===== src/rtl/multicycle_cu.sv =====
// Multi-cycle RV32I control unit: steps each instruction through fetch, decode,
// execute, memory and write-back, driving the datapath enables and selects.
//
// state  | meaning
// FETCH  | read instruction at PC, load IR and PC+4 once memory is ready
// DECODE | classify latched opcode, illegal opcodes go to TRAP
// EXEC   | ALU operation for the class; branches resolve and retire here
// MEM    | data access at ALU address, held until memory is ready
// WB     | register file write from ALU out or MDR
// TRAP   | illegal opcode seen, absorbing until reset
module multicycle_cu #(
    parameter int MEM_HANDSHAKE = 1,
    parameter int ENABLE_IALU   = 1,
    parameter int ALUOP_W       = 2
) (
    input  logic               clk,
    input  logic               rst,
    input  logic [31:0]        inst,
    input  logic               mem_ready,
    input  logic               branch_taken,
    output logic               pc_write,
    output logic               pc_src,
    output logic               ir_write,
    output logic               iord,
    output logic               mem_read,
    output logic               mem_write,
    output logic               reg_write,
    output logic               mem_to_reg,
    output logic [1:0]         alu_src_a,
    output logic [1:0]         alu_src_b,
    output logic [ALUOP_W-1:0] alu_op,
    output logic               retire,
    output logic               illegal,
    output logic [2:0]         state
);

    typedef enum logic [2:0] {
        S_FETCH  = 3'd0,
        S_DECODE = 3'd1,
        S_EXEC   = 3'd2,
        S_MEM    = 3'd3,
        S_WB     = 3'd4,
        S_TRAP   = 3'd5
    } state_t;

    localparam logic [6:0] OP_R      = 7'b0110011;
    localparam logic [6:0] OP_IMM    = 7'b0010011;
    localparam logic [6:0] OP_LOAD   = 7'b0000011;
    localparam logic [6:0] OP_STORE  = 7'b0100011;
    localparam logic [6:0] OP_BRANCH = 7'b1100011;

    state_t     state_q, state_d;
    logic [6:0] opcode_q;
    logic       ready;
    logic       is_r, is_i, is_load, is_store, is_branch, legal;
    logic       unused_inst;

    logic       pc_write_c, pc_src_c, ir_write_c, iord_c, mem_read_c, mem_write_c;
    logic       reg_write_c, mem_to_reg_c, retire_c, illegal_c;
    logic [1:0] alu_src_a_c, alu_src_b_c, alu_op_c;

    assign ready       = (MEM_HANDSHAKE != 0) ? mem_ready : 1'b1;
    assign unused_inst = ^inst[31:7];

    assign is_r      = (opcode_q == OP_R);
    assign is_i      = (opcode_q == OP_IMM) && (ENABLE_IALU != 0);
    assign is_load   = (opcode_q == OP_LOAD);
    assign is_store  = (opcode_q == OP_STORE);
    assign is_branch = (opcode_q == OP_BRANCH);
    assign legal     = is_r | is_i | is_load | is_store | is_branch;

    always_ff @(posedge clk) begin
        if (rst) begin
            state_q  <= S_FETCH;
            opcode_q <= 7'b0000000;
        end else begin
            state_q <= state_d;
            if (ir_write_c) begin
                opcode_q <= inst[6:0];
            end
        end
    end

    always_comb begin
        state_d      = state_q;
        pc_write_c   = 1'b0;
        pc_src_c     = 1'b0;
        ir_write_c   = 1'b0;
        iord_c       = 1'b0;
        mem_read_c   = 1'b0;
        mem_write_c  = 1'b0;
        reg_write_c  = 1'b0;
        mem_to_reg_c = 1'b0;
        retire_c     = 1'b0;
        illegal_c    = 1'b0;
        alu_src_a_c  = 2'b00;
        alu_src_b_c  = 2'b00;
        alu_op_c     = 2'b00;
        case (state_q)
            S_FETCH: begin
                mem_read_c  = 1'b1;
                alu_src_b_c = 2'b01;
                if (ready) begin
                    ir_write_c = 1'b1;
                    pc_write_c = 1'b1;
                    state_d    = S_DECODE;
                end
            end
            S_DECODE: begin
                state_d = legal ? S_EXEC : S_TRAP;
            end
            S_EXEC: begin
                alu_src_a_c = 2'b01;
                if (is_r) begin
                    alu_op_c = 2'b10;
                    state_d  = S_WB;
                end else if (is_i) begin
                    alu_src_b_c = 2'b10;
                    alu_op_c    = 2'b11;
                    state_d     = S_WB;
                end else if (is_load || is_store) begin
                    alu_src_b_c = 2'b10;
                    state_d     = S_MEM;
                end else begin
                    // Only branches reach this arm once DECODE has filtered opcodes
                    alu_op_c   = 2'b01;
                    pc_src_c   = 1'b1;
                    pc_write_c = branch_taken;
                    retire_c   = 1'b1;
                    state_d    = S_FETCH;
                end
            end
            S_MEM: begin
                iord_c      = 1'b1;
                mem_read_c  = is_load;
                mem_write_c = is_store;
                if (ready) begin
                    if (is_load) begin
                        state_d = S_WB;
                    end else begin
                        retire_c = 1'b1;
                        state_d  = S_FETCH;
                    end
                end
            end
            S_WB: begin
                reg_write_c  = 1'b1;
                mem_to_reg_c = is_load;
                retire_c     = 1'b1;
                state_d      = S_FETCH;
            end
            S_TRAP: begin
                illegal_c = 1'b1;
            end
            default: begin
                state_d = S_FETCH;
            end
        endcase
    end

    // Reset masks every output so an abandoned instruction issues no partial write
    assign pc_write   = pc_write_c & ~rst;
    assign pc_src     = pc_src_c & ~rst;
    assign ir_write   = ir_write_c & ~rst;
    assign iord       = iord_c & ~rst;
    assign mem_read   = mem_read_c & ~rst;
    assign mem_write  = mem_write_c & ~rst;
    assign reg_write  = reg_write_c & ~rst;
    assign mem_to_reg = mem_to_reg_c & ~rst;
    assign retire     = retire_c & ~rst;
    assign illegal    = illegal_c & ~rst;
    assign alu_src_a  = rst ? 2'b00 : alu_src_a_c;
    assign alu_src_b  = rst ? 2'b00 : alu_src_b_c;
    assign alu_op     = rst ? '0 : ALUOP_W'(alu_op_c);
    assign state      = rst ? 3'd0 : state_q;

endmodule


===== config.mk =====
export PLATFORM = sky130hd
export DESIGN_NAME = multicycle_cu
export DESIGN_NICKNAME = d
export VERILOG_FILES = /design/src/rtl/multicycle_cu.sv
export SDC_FILE = /design/constraint.sdc
export NUM_CORES = 1
export LEC_CHECK = 0
export ABC_AREA = 1
export BUFFER_PORTS_ARGS = -buffer_cell sky130_fd_sc_hd__buf_2
export CAP_MARGIN = 10
export CORE_UTILIZATION = 35
export DETAILED_ROUTE_END_ITERATION = 16
export HOLD_SLACK_MARGIN = 0.02
export PLACE_DENSITY = 0.77
export SYNTH_ARGS = -nofsm -noshare
export SYNTH_HDL_FRONTEND = slang
export SYNTH_SLANG_ARGS = --single-unit

===== constraint.sdc =====
create_clock -name clk -period 1.26 [get_ports clk]
set_clock_uncertainty 0.2 [all_clocks]
set_input_delay 0.063 -clock clk [delete_from_list [all_inputs] [get_ports clk]]
set_output_delay 0.063 -clock clk [all_outputs]
set_load 0.02 [all_outputs]

==> results of run 1 <==
## synth_stat cells (all sizes together)
library cell / count / share of area (%)
inv: 16 / 8.6
o21ai: 6 / 4.6
o211ai: 1 / 1.0
a21oi: 13 / 11
conb: 1 / 0.51
buf: 4 / 3.9
nand3: 10 / 7.5
nor2: 21 / 13
dfxtp: 10 / 27
nor4: 1 / 0.86
nor3: 6 / 4.8
nand2: 26 / 16
## kinds of logic after synthesis
group | Yosys count | synth area share [%]
other cells | 1 | 0.514
buf+inv | 20 | 12.5
compound gates | 20 | 16.6
flops | 10 | 27.4
simple gates | 64 | 42.9
## repair_timing
item,CTS
pin swaps,15
setup endpoints to repair,28
gates cloned,1
gates resized for setup,106
setup buffers,15
hold buffers,8
endpoints found under the hold margin,7
## metrics by stage
step	hold WS, ns	setup TNS, ns
floorplan	0.0110	-0.374
global placement	0.126	-1.58
detailed placement	0.135	-2.54
CTS	0.0242	-7.19
==> impl_metrics.py, run 1 <==
metrics = {
    "run_status": {
        "status": "stopped before the end",
        "stop_stage": "global routing",
        "tool.error": "[ERROR DPL-0038] Utilization greater than 100%, impossible to legalize",
    },
    "placed_design": {
        "gp_congestion": 0.885,
        "dp_hpwl_um": 1720,
        "dpl_cell_area_sq_mm": 0.00115,
        "portBuffers": 28,
        "dp_slack_ns": -0.203,
        "place_inst": 191,
    },
    "synth": {
        "syn_inst": 115,
        "synth_cell_types": 24,
        "postSynthAreaPerCell_sq_um": 6.34,
        "ys_ff_latch": 10,
        "ys.warnings.count": 0,
        "ys_seq_area_share_pct": 27.4,
        "syn-num-nets": 151,
        "syn_area_sq_um": 729,
    },
    "floorplanning": {
        "rows": 16,
        "start_util_pct": 37.2,
        "ios": 55,
        "die_x_um": 47.7,
        "die_y_um": 47.7,
    },
    "clocking": {
        "clkSinkCount": 10,
        "clockRootBuffer": "clkbuf_4",
        "clockBufferDepth": 2,
        "cts_made_buffers": 3,
        "htree_levels": 1,
    },
    "sta": {
        "worstEpCategory": "primary output",
        "crit_endpoint": "alu_src_b[1]",
    },
    "grt": {
        "grt_max_degree": 14,
    },
}
==> inputs of run 2 (changes only) <==
Settings changed: CORE_AREA from default to 2 2 63 65, CORE_UTILIZATION 35 to default, DIE_AREA from default to 0 0 65 67, HOLD_SLACK_MARGIN 0.02 to default, PLACE_DENSITY 0.77 to default, PLACE_DENSITY_LB_ADDON from default to 0.15.
Clock period 1.26 ns to 1.65 ns, I/O delays scaled along.
==> run 2 against run 1 <==
  * The run now ends clean
  * Synthesized cell count did not move
  * Area after synthesis unchanged
==> impl_metrics.py, run 2 <==
metrics = {
    "placed_design": {
        "dp_slack_ns": 0.154,
        "gp_congestion": 0.719,
        "dp_hpwl_um": 1570,
        "portBuffers": 28,
    },
    "synth": {
        "synth-edff-count": 0,
        "synth.most_common_cell": "nand2_1",
        "synth_cell_types": 24,
        "ys_ff_latch": 10,
        "syn_inst": 115,
        "syn-num-nets": 151,
        "synth_area_leaders": "dfxtp_1 27%, nand2_1 11%, nor2_1 9.3%, inv_1 7.2%, a21oi_1 6.2%",
        "synth_top_area_share_pct": 27.4,
        "synth-main-ff-cell": "dfxtp_1",
        "synth_top_area_cell": "dfxtp_1",
        "ys.warnings.count": 0,
        "ys_seq_area_share_pct": 27.4,
        "postSynthAreaPerCell_sq_um": 6.34,
        "async_flop_share_pct": 0,
        "synth_commonest_cells": "21 x nand2_1, 18 x nor2_1, 14 x inv_1",
        "syn_area_sq_um": 729,
    },
    "floorplanning": {
        "die_x_um": 65,
        "die_y_um": 67,
        "dieArea_sq_mm": 0.00436,
        "start_util_pct": 20.2,
        "ios": 55,
        "rows": 22,
        "coreArea_sq_mm": 0.00361,
    },
    "clocking": {
        "clockRootBuffer": "clkbuf_8",
        "cts_tree": "built",
        "path_clk_slew_ns": 0.05,
        "clkSinkCount": 10,
        "clock_latency_ns": 0.24,
        "htree_levels": 1,
        "cts_made_buffers": 3,
        "clockBufferDepth": 2,
    },
    "sta": {
        "setup_violations": 0,
        "post-route-period-util_pct": 99.7,
        "rsz0062_at_grt": "yes",
        "setup_slack_ns": 0.00572,
        "whs_ns": 0.00839,
        "hold_viol": 0,
        "setup_tns_ns": 0,
        "slew_viol_final": 0,
        "clock.fmax_mhz": 608,
        "min_period_ns": 1.64,
    },
    "worst_setup_path": {
        "critPathArrivalTime_ns": 1.36,
        "crit_family": "simple AND/OR/NAND/NOR gates",
        "cpMostUsedCell": "nor2_4",
        "critPathKind": "reg2out",
        "worstSetupEndpointType": "primary output",
        "worstPathRequired_ns": 1.37,
        "cpPeakStageDelay_ns": 0.36,
        "critPathLaunchType": "register",
        "cpMaxStageDelayCell": "dfxtp_4",
        "crit_fanout": 5,
        "crit_chain": "nor2_4 -> nand2_4 -> nor2_4 -> nand2_1 -> a21oi_2 -> buf_6",
        "path_buf_inv": 1,
    },
    "hold_path": {
        "hp-class": "in2reg",
    },
    "layout": {
        "final_cell_mix": "23 x buf_2, 18 x nand2_1, 16 x nor2_1, 9 x inv_1, 9 x nand3_1",
        "antennaDiodeCount": 0,
        "final_util_pct": 31.6,
        "nNetsFinal": 190,
        "top_register": "opcode_q",
        "largest_reg_flops": 7,
        "n_fill_cell": 404,
        "drive_gt1_share_pct": 49.0,
        "top_regs": "opcode_q (7), state_q (3)",
        "mostFrequentLayoutCell": "buf_2",
        "synthToLayoutAreaGrowth_pct": 56.4,
    },
    "detailed_routing": {
        "vias": 833,
        "dr.pass1.iters": 5,
        "wirelength_um": 1970,
        "drc": 0,
        "ant_nets": 0,
        "wl_per_cell_um": 9.81,
        "via_per_inst": 4.14,
        "first_iter_violations": 19,
    },
    "grt": {
        "antenna_found_initial": 0,
        "grt_use_total_pct": 10.5,
        "grt_first_pass_wirelength_um": 3500,
        "grt-ovfl-total": 0,
        "grt_max_degree": 23,
        "grt_pass1_vias": 816,
    },
    "power": {
        "ir_worst_vdd_v": 0.000245,
        "leakage_nw": 0.525,
        "power.density_mw_per_mm2": 1150,
        "finalPower_mw": 1.31,
    },
    "run_status": {
        "status": "complete, no violations",
    },
    "run": {
        "cap_violations": 0,
    },
}
run 2: cell counts after synthesis:
No cell type changed its count.
run 2: path summary, 6_finish.rpt:
check | slack [ns] | cells after the start | to | startpoint
hold / removal | 0.008 | 3 | opcode_q[0]$_SDFFE_PP0P_ | mem_ready
setup reg to reg | 0.23 | 6 | opcode_q[2]$_SDFFE_PP0P_ | state_q[2]$_SDFFE_PP0P_
hold reg to reg | 0.26 | 2 | opcode_q[1]$_SDFFE_PP0P_ | opcode_q[1]$_SDFFE_PP0P_
setup / recovery | 0.006 | 6 | retire | state_q[2]$_SDFFE_PP0P_
run 2: per-layer routing:
layer | GRT usage (%) | up-vias | part of all wire, % | wire (um)
met5 | 0 | - | 0 | 0
met4 | 6.38 | 0 | 2.6 | 51
met3 | 2.03 | 5 | 5.6 | 110
met2 | 18.4 | 22 | 48 | 947
met1 | 11.7 | 363 | 44 | 862
li1 | - | 443 | - | -
run 2: tightest hold or removal path, stage by stage:
cell     delay [ns]
buf_2          0.16
nand3_1        0.11
a21oi_2        0.05
run 2: power by group:
group	internal [mW]	total, mW	switching (mW)
logic	0.223	0.606	0.382
clock network	0.210	0.309	0.0986
registers	0.319	0.397	0.0778
run 2: layout make-up:
| class | count | area [sq um] | area share [%] |
|---|---|---|---|
| multi-input combinational | 85 | 492 | 43.1 |
| clock buffer | 4 | 55.1 | 4.82 |
| inverter | 16 | 62.6 | 5.48 |
| tap | 48 | 60.1 | 5.26 |
| sequential | 10 | 219 | 19.2 |
| timing repair buffer | 38 | 253 | 22.1 |
run 2: timing repair:
item / in CTS / in global routing
endpoints found under the hold margin: 7 / 0
resized for setup: 18 / 19
hold buffers: 7 / 0
setup buffers: 2 / 1
pin swaps: 5 / 4
setup endpoints to repair: 7 / 10
run 2: metrics by stage:
stage | std cells | instance area, sq um
after floorplan | 115 | 729
after global placement | 187 | 901
after detailed placement | 187 | 901
after CTS | 200 | 1090
after global routing | 201 | 1140
final | 201 | 1140
run 2: cells by family after synthesis:
kind of cell	after synthesis	synth area share, %
flip-flops	10	27.4
AO/OA/AOI/OAI	20	16.6
other	1	0.514
AND/OR/NAND/NOR	64	42.9
buffers and inverters	20	12.5
(Power assumes the default switching activity.)
